--- config.mk ---
export PLATFORM = sky130hd
export DESIGN_NAME = jt6295_cmdseq
export DESIGN_NICKNAME = d
export VERILOG_FILES = /design/src/rtl/jt6295_cmd_pkg.sv /design/src/rtl/jt6295_cmdfifo.sv /design/src/rtl/jt6295_cmdseq.sv
export SDC_FILE = /design/constraint.sdc
export NUM_CORES = 1
export LEC_CHECK = 0
export CAP_MARGIN = 40
export CORE_MARGIN = 3
export CORE_UTILIZATION = 43
export CTS_BUF_LIST = sky130_fd_sc_hd__clkbuf_2 sky130_fd_sc_hd__clkbuf_4 sky130_fd_sc_hd__clkbuf_8
export DETAILED_ROUTE_END_ITERATION = 12
export GPL_ROUTABILITY_DRIVEN = 0
export PLACE_DENSITY = 0.71
export SYNTH_ARGS = -nofsm -noshare
export SYNTH_HDL_FRONTEND = slang
export SYNTH_SLANG_ARGS = --single-unit
export TNS_END_PERCENT = 5
--- constraint.sdc ---
create_clock -name clk -period 5.7 [get_ports clk]
set_input_delay 1.14 -clock clk [delete_from_list [all_inputs] [get_ports clk]]
set_output_delay 1.14 -clock clk [all_outputs]
set_load 0.01 [all_outputs]
--- src/rtl/jt6295_cmd_pkg.sv ---
// Shared types for the jt6295 command sequencer: FSM encoding, request record
// and command-byte builders.
package jt6295_cmd_pkg;

    typedef enum logic [2:0] {
        ST_IDLE = 3'd0,
        ST_CHK  = 3'd1,
        ST_W1   = 3'd2,
        ST_G1   = 3'd3,
        ST_W2   = 3'd4,
        ST_G2   = 3'd5
    } state_t;

    typedef struct packed {
        logic       stop;
        logic [1:0] ch;
        logic [6:0] phrase;
        logic [3:0] att;
    } req_t;

    localparam int REQ_W       = $bits(req_t);
    localparam int PLAY_BIT    = 7;
    localparam int STOP_CH_LSB = 3;
    localparam int ATT_CH_LSB  = 4;

    function automatic logic [3:0] ch_onehot(input logic [1:0] ch);
        return 4'b0001 << ch;
    endfunction

    function automatic logic [7:0] stop_byte(input logic [1:0] ch);
        logic [7:0] b;
        b = '0;
        b[STOP_CH_LSB +: 4] = ch_onehot(ch);
        return b;
    endfunction

    function automatic logic [7:0] play_byte1(input logic [6:0] phrase);
        logic [7:0] b;
        b = {1'b0, phrase};
        b[PLAY_BIT] = 1'b1;
        return b;
    endfunction

    function automatic logic [7:0] play_byte2(input logic [1:0] ch, input logic [3:0] att);
        logic [7:0] b;
        b = {4'b0000, att};
        b[ATT_CH_LSB +: 4] = ch_onehot(ch);
        return b;
    endfunction

endpackage

--- src/rtl/jt6295_cmdfifo.sv ---
// Synchronous request FIFO; one extra pointer bit distinguishes full from empty.
module jt6295_cmdfifo #(
    parameter int WIDTH = 14,
    parameter int DEPTH = 4
) (
    input  logic             rst,
    input  logic             clk,
    input  logic             wr,
    input  logic [WIDTH-1:0] wr_data,
    input  logic             rd,
    output logic [WIDTH-1:0] rd_data,
    output logic             full,
    output logic             empty
);
    localparam int AW = $clog2(DEPTH);

    logic [WIDTH-1:0] mem [DEPTH];
    logic [AW:0]      wr_ptr;
    logic [AW:0]      rd_ptr;
    logic             wr_ok;
    logic             rd_ok;

    assign full    = (wr_ptr[AW] != rd_ptr[AW]) && (wr_ptr[AW-1:0] == rd_ptr[AW-1:0]);
    assign empty   = (wr_ptr == rd_ptr);
    assign wr_ok   = wr & ~full;
    assign rd_ok   = rd & ~empty;
    assign rd_data = mem[rd_ptr[AW-1:0]];

    always_ff @(posedge clk) begin
        if (wr_ok) mem[wr_ptr[AW-1:0]] <= wr_data;
    end

    always_ff @(posedge clk or negedge rst) begin
        if (!rst) begin
            wr_ptr <= '0;
            rd_ptr <= '0;
        end else begin
            if (wr_ok) wr_ptr <= wr_ptr + 1'b1;
            if (rd_ok) rd_ptr <= rd_ptr + 1'b1;
        end
    end

endmodule

--- src/rtl/jt6295_cmdseq.sv ---
// Sequences queued play/stop requests into jt6295 write cycles paced by the
// sample strobe, pre-empting a busy channel after a bounded wait.
//
// state | meaning
// IDLE  | waiting for a queued request
// CHK   | decode request, wait for channel idle (or time out and pre-empt)
// W1    | first byte: wrn falls on a strobe, rises on the next
// G1    | one sample period gap after the first byte
// W2    | second byte low period (entered with wrn already low)
// G2    | gap after the second byte
module jt6295_cmdseq import jt6295_cmd_pkg::*; #(
    parameter int FIFO_DEPTH = 4,
    parameter int WAIT_MAX   = 255
) (
    input  logic       rst,
    input  logic       clk,
    input  logic       sample,
    input  logic       req_valid,
    output logic       req_ready,
    input  logic       req_stop,
    input  logic [1:0] req_ch,
    input  logic [6:0] req_phrase,
    input  logic [3:0] req_att,
    output logic       wrn,
    output logic [7:0] din,
    input  logic [7:0] dout,
    output logic       busy,
    output logic       preempt
);
    localparam logic [7:0] WAIT_LAST = 8'(WAIT_MAX - 1);

    state_t     st, st_nx;
    req_t       req_in, head, cur;
    logic       fifo_full, fifo_empty, pop, ready_en;
    logic [7:0] byte1, byte2, din_q, wait_cnt;
    logic       has_second, pre_stop, wr_low, preempt_q;
    logic [3:0] ch_flags;
    logic       ch_busy, wait_done;
    logic       unused_dout;

    assign req_in      = '{stop: req_stop, ch: req_ch, phrase: req_phrase, att: req_att};
    assign req_ready   = ready_en & ~fifo_full;
    assign pop         = (st == ST_IDLE) & ~fifo_empty;
    assign ch_flags    = dout[3:0];
    assign ch_busy     = ch_flags[cur.ch];
    assign wait_done   = sample & (wait_cnt == WAIT_LAST);
    assign unused_dout = ^dout[7:4];

    jt6295_cmdfifo #(.WIDTH(REQ_W), .DEPTH(FIFO_DEPTH)) u_fifo (
        .rst     (rst),
        .clk     (clk),
        .wr      (req_valid & req_ready),
        .wr_data (req_in),
        .rd      (pop),
        .rd_data (head),
        .full    (fifo_full),
        .empty   (fifo_empty)
    );

    always_ff @(posedge clk or negedge rst) begin
        if (!rst) st <= ST_IDLE;
        else      st <= st_nx;
    end

    always_comb begin
        st_nx = st;
        case (st)
            ST_IDLE: if (!fifo_empty) st_nx = ST_CHK;
            ST_CHK:  if (cur.stop || !ch_busy || wait_done) st_nx = ST_W1;
            ST_W1:   if (sample && wr_low) st_nx = ST_G1;
            ST_G1:   if (sample) st_nx = has_second ? ST_W2 : (pre_stop ? ST_CHK : ST_IDLE);
            ST_W2:   if (sample) st_nx = ST_G2;
            ST_G2:   if (sample) st_nx = ST_IDLE;
            default: st_nx = ST_IDLE;
        endcase
    end

    always_ff @(posedge clk or negedge rst) begin
        if (!rst) begin
            cur        <= '0;
            byte1      <= '0;
            byte2      <= '0;
            din_q      <= '0;
            wait_cnt   <= '0;
            has_second <= 1'b0;
            pre_stop   <= 1'b0;
            wr_low     <= 1'b0;
            preempt_q  <= 1'b0;
            ready_en   <= 1'b0;
        end else begin
            ready_en  <= 1'b1;
            preempt_q <= 1'b0;
            case (st)
                ST_IDLE: if (!fifo_empty) begin
                    cur      <= head;
                    wait_cnt <= '0;
                end
                ST_CHK: begin
                    if (cur.stop) begin
                        byte1      <= stop_byte(cur.ch);
                        has_second <= 1'b0;
                        pre_stop   <= 1'b0;
                    end else if (!ch_busy) begin
                        byte1      <= play_byte1(cur.phrase);
                        byte2      <= play_byte2(cur.ch, cur.att);
                        has_second <= 1'b1;
                        pre_stop   <= 1'b0;
                        wait_cnt   <= '0;
                    end else if (wait_done) begin
                        // channel stayed busy too long: stop it, then retry the play
                        byte1      <= stop_byte(cur.ch);
                        has_second <= 1'b0;
                        pre_stop   <= 1'b1;
                        wait_cnt   <= '0;
                        preempt_q  <= 1'b1;
                    end else if (sample) begin
                        wait_cnt <= wait_cnt + 8'd1;
                    end
                end
                ST_W1: if (sample) begin
                    if (!wr_low) begin
                        wr_low <= 1'b1;
                        din_q  <= byte1;
                    end else begin
                        wr_low <= 1'b0;
                    end
                end
                ST_G1: if (sample && has_second) begin
                    wr_low <= 1'b1;
                    din_q  <= byte2;
                end
                ST_W2: if (sample) wr_low <= 1'b0;
                default: ;
            endcase
        end
    end

    always_comb begin
        wrn     = ~wr_low;
        din     = din_q;
        busy    = ~((st == ST_IDLE) & fifo_empty);
        preempt = preempt_q;
    end

endmodule

==> results of run 1 <==
-- synthesized netlist by cell type (all sizes together), types with 2 or more instances --
| cell | instances |
|---|---|
| a21oi | 15 |
| nor4b | 3 |
| a211o | 3 |
| nand3b | 2 |
| nor3 | 7 |
| inv | 8 |
| o21ai | 9 |
| xor2 | 3 |
| xnor2 | 5 |
| or3 | 3 |
| buf | 9 |
| clkbuf | 2 |
| and3 | 5 |
| a21o | 3 |
| mux2 | 34 |
| nand3 | 5 |
| a31oi | 4 |
| a221o | 2 |
| dfrtp | 59 |
| nor2b | 6 |
| a22o | 3 |
| mux4 | 15 |
| edfxtp | 56 |
| nand2 | 11 |
| nor2 | 15 |
| mux2i | 9 |
| ha | 7 |
| nand4 | 2 |
| nor3b | 2 |
-- worst paths after layout --
kind                                                   end  slack (ns)  depth (start not counted)
worst min-delay path                  byte1[0]$_DFFE_PN0P_        0.50                          1
worst min register to register        byte1[0]$_DFFE_PN0P_        0.50                          1
worst max-delay path                             req_ready        1.94                          3
min in group asynchronous          wait_cnt[0]$_DFFE_PN0P_        0.86                          2
max in group asynchronous                st[1]$_DFFE_PN0P_        4.35                          2
worst max register to register  u_fifo.mem[3][7]$_DFFE_PP_        2.93                          3
-- logic make-up (layout without fill, tap and decap cells) --
family | Yosys count | in the layout | share of synthesized area
flip-flops | 115 | 115 | 0.642
adder cells (fa/ha/maj) | 7 | 7 | 0.0178
buffers and inverters | 19 | 75 | 0.0191
AO/OA/AOI/OAI | 44 | 44 | 0.0646
AND/OR/NAND/NOR | 66 | 66 | 0.0770
multiplexers | 58 | 58 | 0.165
XOR/XNOR | 8 | 8 | 0.0142
other | 1 | 1 | 0.000762
-- cells in the final DEF (no fill, tap or decap), drive strengths merged, types with 5 or more instances in the layout --
cell,n
a21oi,15
and3,5
clkbuf,17
clkdlybuf4s50,32
dfrtp,59
edfxtp,56
ha,7
inv,17
mux2,34
mux2i,9
mux4,15
nand2,11
nand3,5
nor2,15
nor2b,6
nor3,7
o21ai,9
xnor2,5
-- layout make-up --
cell class / count / area [um2]
clock buffers: 17 / 234
clock inverters: 14 / 168
fillers: 933 / 5250
inverters: 8 / 30.0
multi-input cells: 184 / 1670
flip-flops and latches: 115 / 3160
well taps: 140 / 175
repair buffers: 36 / 348
-- metrics by stage --
| step | utilization | power [mW] | std cells | hold slack [ns] |
|---|---|---|---|---|
| after floorplan | - | 2.02 | 318 | 0.466 |
| after global placement | 0.487 | 2.26 | 482 | 0.485 |
| after detailed placement | 0.488 | 2.30 | 483 | 0.486 |
| after CTS | 0.524 | 3.08 | 514 | 0.507 |
| after global routing | 0.524 | 3.24 | 514 | 0.528 |
| final | 0.524 | 3.04 | 514 | 0.501 |
-- per-layer routing --
metal  global-route usage  part of all wire  wire length (um)  vias up
met1                0.201              0.47              4010     1397
li1                     -                 -                 -     1300
met4               0.0433            0.0092                79        0
met2                0.225              0.49              4190       50
met3               0.0422             0.040               346        6
met5                    0                 0                 0        -
-- state kept, by name, summed over array words and instances, names as in the netlist --
register and count:
byte1 7, byte2 8, cur 14, din 8, has_second 1, pre_stop 1, preempt 1, ready_en 1
st 3, u_fifo.mem 56, u_fifo.rd_ptr 3, u_fifo.wr_ptr 3, wait_cnt 8, wr_low 1
-- power groups by stage --
| stage | registers, mW | logic [mW] | clock network (mW) |
|---|---|---|---|
| 6_report | 1.28 | 0.991 | 0.769 |
| 3_5_place_dp | 1.30 | 1.00 | 0 |
| 4_1_cts | 1.29 | 1.01 | 0.788 |
| 5_1_grt | 1.32 | 1.09 | 0.828 |
| 3_3_place_gp | 1.29 | 0.973 | 0 |
| 2_1_floorplan | 1.22 | 0.796 | 0 |
-- critical path, stage by stage (launching register included) --
cell,delay (ns)
dfrtp_1,0.81
xnor2_1,0.29
a31oi_1,0.48
clkdlybuf4s50_1,0.62
==> impl_metrics.ini, run 1 <==
[timing]
worst_pin_slew_ns = 0.876
post-route-worst-setup-slack_ns = 1.94
hold_violations = 0
fin_skew_ns = 0.0253
relSlewSlack = 0.416
maxSlewViolCount = 0
setup_viol = 0
period_share = 0.659
rsz0062_at_grt = false
finalCriticalPeriod_ns = 3.76
setup_tns_ns = 0
max_freq_ghz = 0.266

[detailed_routing]
ant_nets = 0
first_pass_iters = 6
wl_per_cell_um = 16.8
first_iter_violations = 153
viasPerCell = 5.36
drcViolationCount = 0
vias = 2753
finalWirelength_um = 8620

[critical_path]
arrival_ns = 2.62
timing.critical_path.from = u_fifo.rd_ptr[1]$_DFFE_PN0P_
path_max_fanout = 17
end_kind = output pin
setup.worst_path.start_class = flop
timing.rr.start = u_fifo.rd_ptr[1]$_DFFE_PN0P_
criticalPathCategory = flop to output pin
cp.required_ns = 4.56

[die]
fp.coreArea_um2 = 11000
rows = 38
die_w_um = 113
die_h_um = 113
die_area_um2 = 12800
io_pins = 38
start_util = 0.446

[synth]
synth_top_area_share = 0.342
yosysTopAreaCell = edfxtp_1
syn_nets = 351
postSynthCellCount = 318
synth_edf_count = 56
syn_avg_cell_area_um2 = 15.5
ys_ff_latch = 115
async_flop_share = 0.513
yosysWarnings = 0
syn-cell-area_um2 = 4920
yosys-top-cells-area = edfxtp_1, dfrtp_1, mux2_2
netlist-cell-type-count = 48
synth-seq-area-share = 0.642
ys.flop_type = dfrtp_1

[finish]
fin_nets = 395
final_layout_size_suffix_gt1_frac = 0.246
final_area_um2 = 5780
diodes = 0
syn2layout_area_growth_pct = 17.5

[global_routing]
antenna_found_initial = 0
grt_pass1_wl_um = 14400
grt_usage = 0.145
grt_max_degree = 60
grt_overflow = 0
grt_pass1_vias = 2704

[hold_path]
min_from = byte1[0]$_DFFE_PN0P_
hold_class = flop to flop

[clock_network]
cts_resized = 0
htreeDepth = 4
clkLatencyLatePin_ns = 0.43
root_buffer = clkbuf_8
numCtsBuffers = 17
cts_setup_buffers = 0
cts_tree = built
cts_buffer_depth = 2
cts_num_sinks = 115
clkTransAtPathRegs_ns = 0.07
ctsHoldBuffers = 0

[pwr]
p_clk_frac = 0.253
pwr-share-seq = 0.421
p_leak_nw = 2.26
p_comb_frac = 0.326
switching_share = 0.332
p_switching_mw = 1.01
p_int_mw = 2.03
power_density_nw_per_um2 = 526
ir_worst_vdd_uv = 250

[placed_design]
place_ws_ns = 2.32
dpl.hpwl_um = 5640
portBuffers = 33
postPlaceCellArea_um2 = 5380

[outcome]
status = completed

[run]
maxCapViolations = 0
No activity file was read; power rests on OpenSTA's default activity.
==> inputs of run 2 (changes only) <==
--- a/config.mk
+++ b/config.mk
@@ -11,7 +11,7 @@
 export CTS_BUF_LIST = sky130_fd_sc_hd__clkbuf_2 sky130_fd_sc_hd__clkbuf_4 sky130_fd_sc_hd__clkbuf_8
 export DETAILED_ROUTE_END_ITERATION = 12
 export GPL_ROUTABILITY_DRIVEN = 0
-export PLACE_DENSITY = 0.71
+export PLACE_DENSITY = 0.73
 export SYNTH_ARGS = -nofsm -noshare
 export SYNTH_HDL_FRONTEND = slang
 export SYNTH_SLANG_ARGS = --single-unit
==> constraint.sdc (replaced) <==
create_clock -name clk -period 3.2 [get_ports clk]
set_input_delay 0.64 -clock clk [delete_from_list [all_inputs] [get_ports clk]]
set_output_delay 0.64 -clock clk [all_outputs]
set_load 0.01 [all_outputs]
==> run 2 against run 1 <==
  * Global-route usage increased by 0.46 points
  * Non-clock buffer count grew 4
  * Sequential power is 76% higher
  * Critical path depth increased by 1
  * First-iteration DRC count shrank 22%
  * Total power up 75%
  * Clock power is 61% higher
  * Combinational power increased by 84%
  * Die area did not move
  * Cell count up 0.78%
  * Clock skew shrank 0.017 ns
  * Core utilization up 0.057 points
  * Largest cell class unchanged
  * Highest routed layer unchanged
==> impl_metrics.ini, run 2 (synthesis results as in run 1) <==
[outcome]
status = completed

[global_routing]
grt_overflow = 0
grt_pass1_vias = 2946
grt_max_degree = 27
antenna_found_initial = 0
grt_pass1_wl_um = 14700
grt_usage = 0.150

[run]
maxCapViolations = 0

[critical_path]
arrival_ns = 2.26
criticalPathCategory = flop to output pin
path_depth = 4
crit_buf_inv = 1
path_max_fanout = 5
path_cells = xnor2_1, nand3_1, or2_2, clkdlybuf4s50_1
critPathMaxStageDelay_ns = 0.48
setup.worst_path.start_class = flop
cp_top_family = simple AND/OR/NAND/NOR gates
ff2ff_path_depth = 3
slowest_stage = clkdlybuf4s50_1
cp.required_ns = 2.56
end_kind = output pin

[pwr]
pwr-share-seq = 0.424
switching_share = 0.321
p_switching_mw = 1.71
power_density_nw_per_um2 = 919
p_clk_frac = 0.234
p_leak_nw = 2.26
p_int_mw = 3.61
finalPower_mw = 5.32
ir_worst_vdd_uv = 657
p_comb_frac = 0.342

[clock_network]
numCtsBuffers = 17
cts_num_sinks = 115
cts_tree = built
root_buffer = clkbuf_8
ctsHoldBuffers = 0
cts_buffer_depth = 2
clkLatencyLatePin_ns = 0.42
cts_setup_buffers = 0
cts_resized = 0
htreeDepth = 4
clkTransAtPathRegs_ns = 0.06

[timing]
period_share = 0.907
finalCriticalPeriod_ns = 2.90
setup_tns_ns = 0
worst_pin_slew_ns = 0.828
maxSlewViolCount = 0
relSlewSlack = 0.448
max_freq_ghz = 0.345
fin_skew_ns = 0.00794
hold_violations = 0
setup_viol = 0
rsz0062_at_grt = false

[detailed_routing]
drcViolationCount = 0
vias = 2781
ant_nets = 0
finalWirelength_um = 8740
wl_per_cell_um = 16.9
first_iter_violations = 120
viasPerCell = 5.37
first_pass_iters = 4

[die]
die_w_um = 113
die_h_um = 113
start_util = 0.446
rows = 38
die_area_um2 = 12800
io_pins = 38
fp.coreArea_um2 = 11000

[hold_path]
hold_class = primary input to asynchronous set/reset pin

[placed_design]
dpl.hpwl_um = 5920
portBuffers = 33

[finish]
fin_nets = 399
final_common_cell = dfrtp_1
syn2layout_area_growth_pct = 17.6
largest_reg_flops = 56
final_cell_mix = dfrtp_1, edfxtp_1, mux2_2, clkdlybuf4s50_1, clkbuf_8
diodes = 0
final_layout_size_suffix_gt1_frac = 0.243
run 2: path summary, 6_finish.rpt:
check	from	to	slack (ns)
worst max-delay path	u_fifo.wr_ptr[0]$_DFFE_PN0P_	busy	0.30
worst min-delay path	rst	st[0]$_DFFE_PN0P_	0.21
worst max register to register	u_fifo.wr_ptr[1]$_DFFE_PN0P_	u_fifo.mem[3][7]$_DFFE_PP_	0.93
worst min register to register	byte1[1]$_DFFE_PN0P_	byte1[1]$_DFFE_PN0P_	0.50
max in group asynchronous	rst	cur[12]$_DFFE_PN0P_	2.43
min in group clk	byte1[1]$_DFFE_PN0P_	byte1[1]$_DFFE_PN0P_	0.50
run 2: layout make-up:
type | instances | area (um2)
sequential | 115 | 3160
tap | 140 | 175
inverter | 8 | 30.0
clock buffer | 19 | 249
timing repair buffer | 40 | 390
multi-input combinational | 184 | 1670
fill | 918 | 5240
clock inverter | 12 | 116
run 2: power by group through the flow:
| stage | Sequential (mW) | Clock [mW] | Combinational, mW |
|---|---|---|---|
| after CTS | 2.26 | 1.28 | 1.85 |
| after global routing | 2.31 | 1.35 | 2.03 |
| final | 2.25 | 1.24 | 1.82 |
| after global placement | 2.27 | 0 | 1.79 |
| after detailed placement | 2.29 | 0 | 1.84 |
| after floorplan | 2.18 | 0 | 1.42 |
run 2: through the flow:
| step | std cells | worst slack [ns] | cell area [um2] | utilization | hold WS, ns |
|---|---|---|---|---|---|
| final | 518 | 0.297 | 5790 | 0.525 | 0.207 |
| after global routing | 518 | 0.164 | 5790 | 0.525 | 0.211 |
| after CTS | 518 | 0.230 | 5790 | 0.525 | 0.207 |
| after detailed placement | 487 | 0.456 | 5420 | 0.492 | 0.492 |
| after global placement | 486 | 0.499 | 5400 | 0.490 | 0.484 |
| after floorplan | 318 | 1.08 | 4920 | - | 0.344 |
run 2: worst reg2reg max path: stages (launching register included):
cell and delay (ns):
dfrtp_1 0.44, xnor2_1 0.22, a31oi_1 0.45, and3_1 0.78
run 2: per-layer routing:
metal / vias up / global-route usage / wire length (um)
li1: 1307 / - / -
met1: 1394 / 0.196 / 3980
met2: 68 / 0.240 / 4280
met3: 12 / 0.0455 / 372
met4: 0 / 0.0529 / 108
met5: - / 0 / 0
==> inputs of run 3 (changes only) <==
--- a/config.mk
+++ b/config.mk
@@ -12,6 +12,7 @@
 export DETAILED_ROUTE_END_ITERATION = 12
 export GPL_ROUTABILITY_DRIVEN = 0
 export PLACE_DENSITY = 0.73
+export SKIP_LAST_GASP = 1
 export SYNTH_ARGS = -nofsm -noshare
 export SYNTH_HDL_FRONTEND = slang
 export SYNTH_SLANG_ARGS = --single-unit
==> results of run 3 <==
Same layout as run 2: the final DEF is identical, and so are final timing and power.
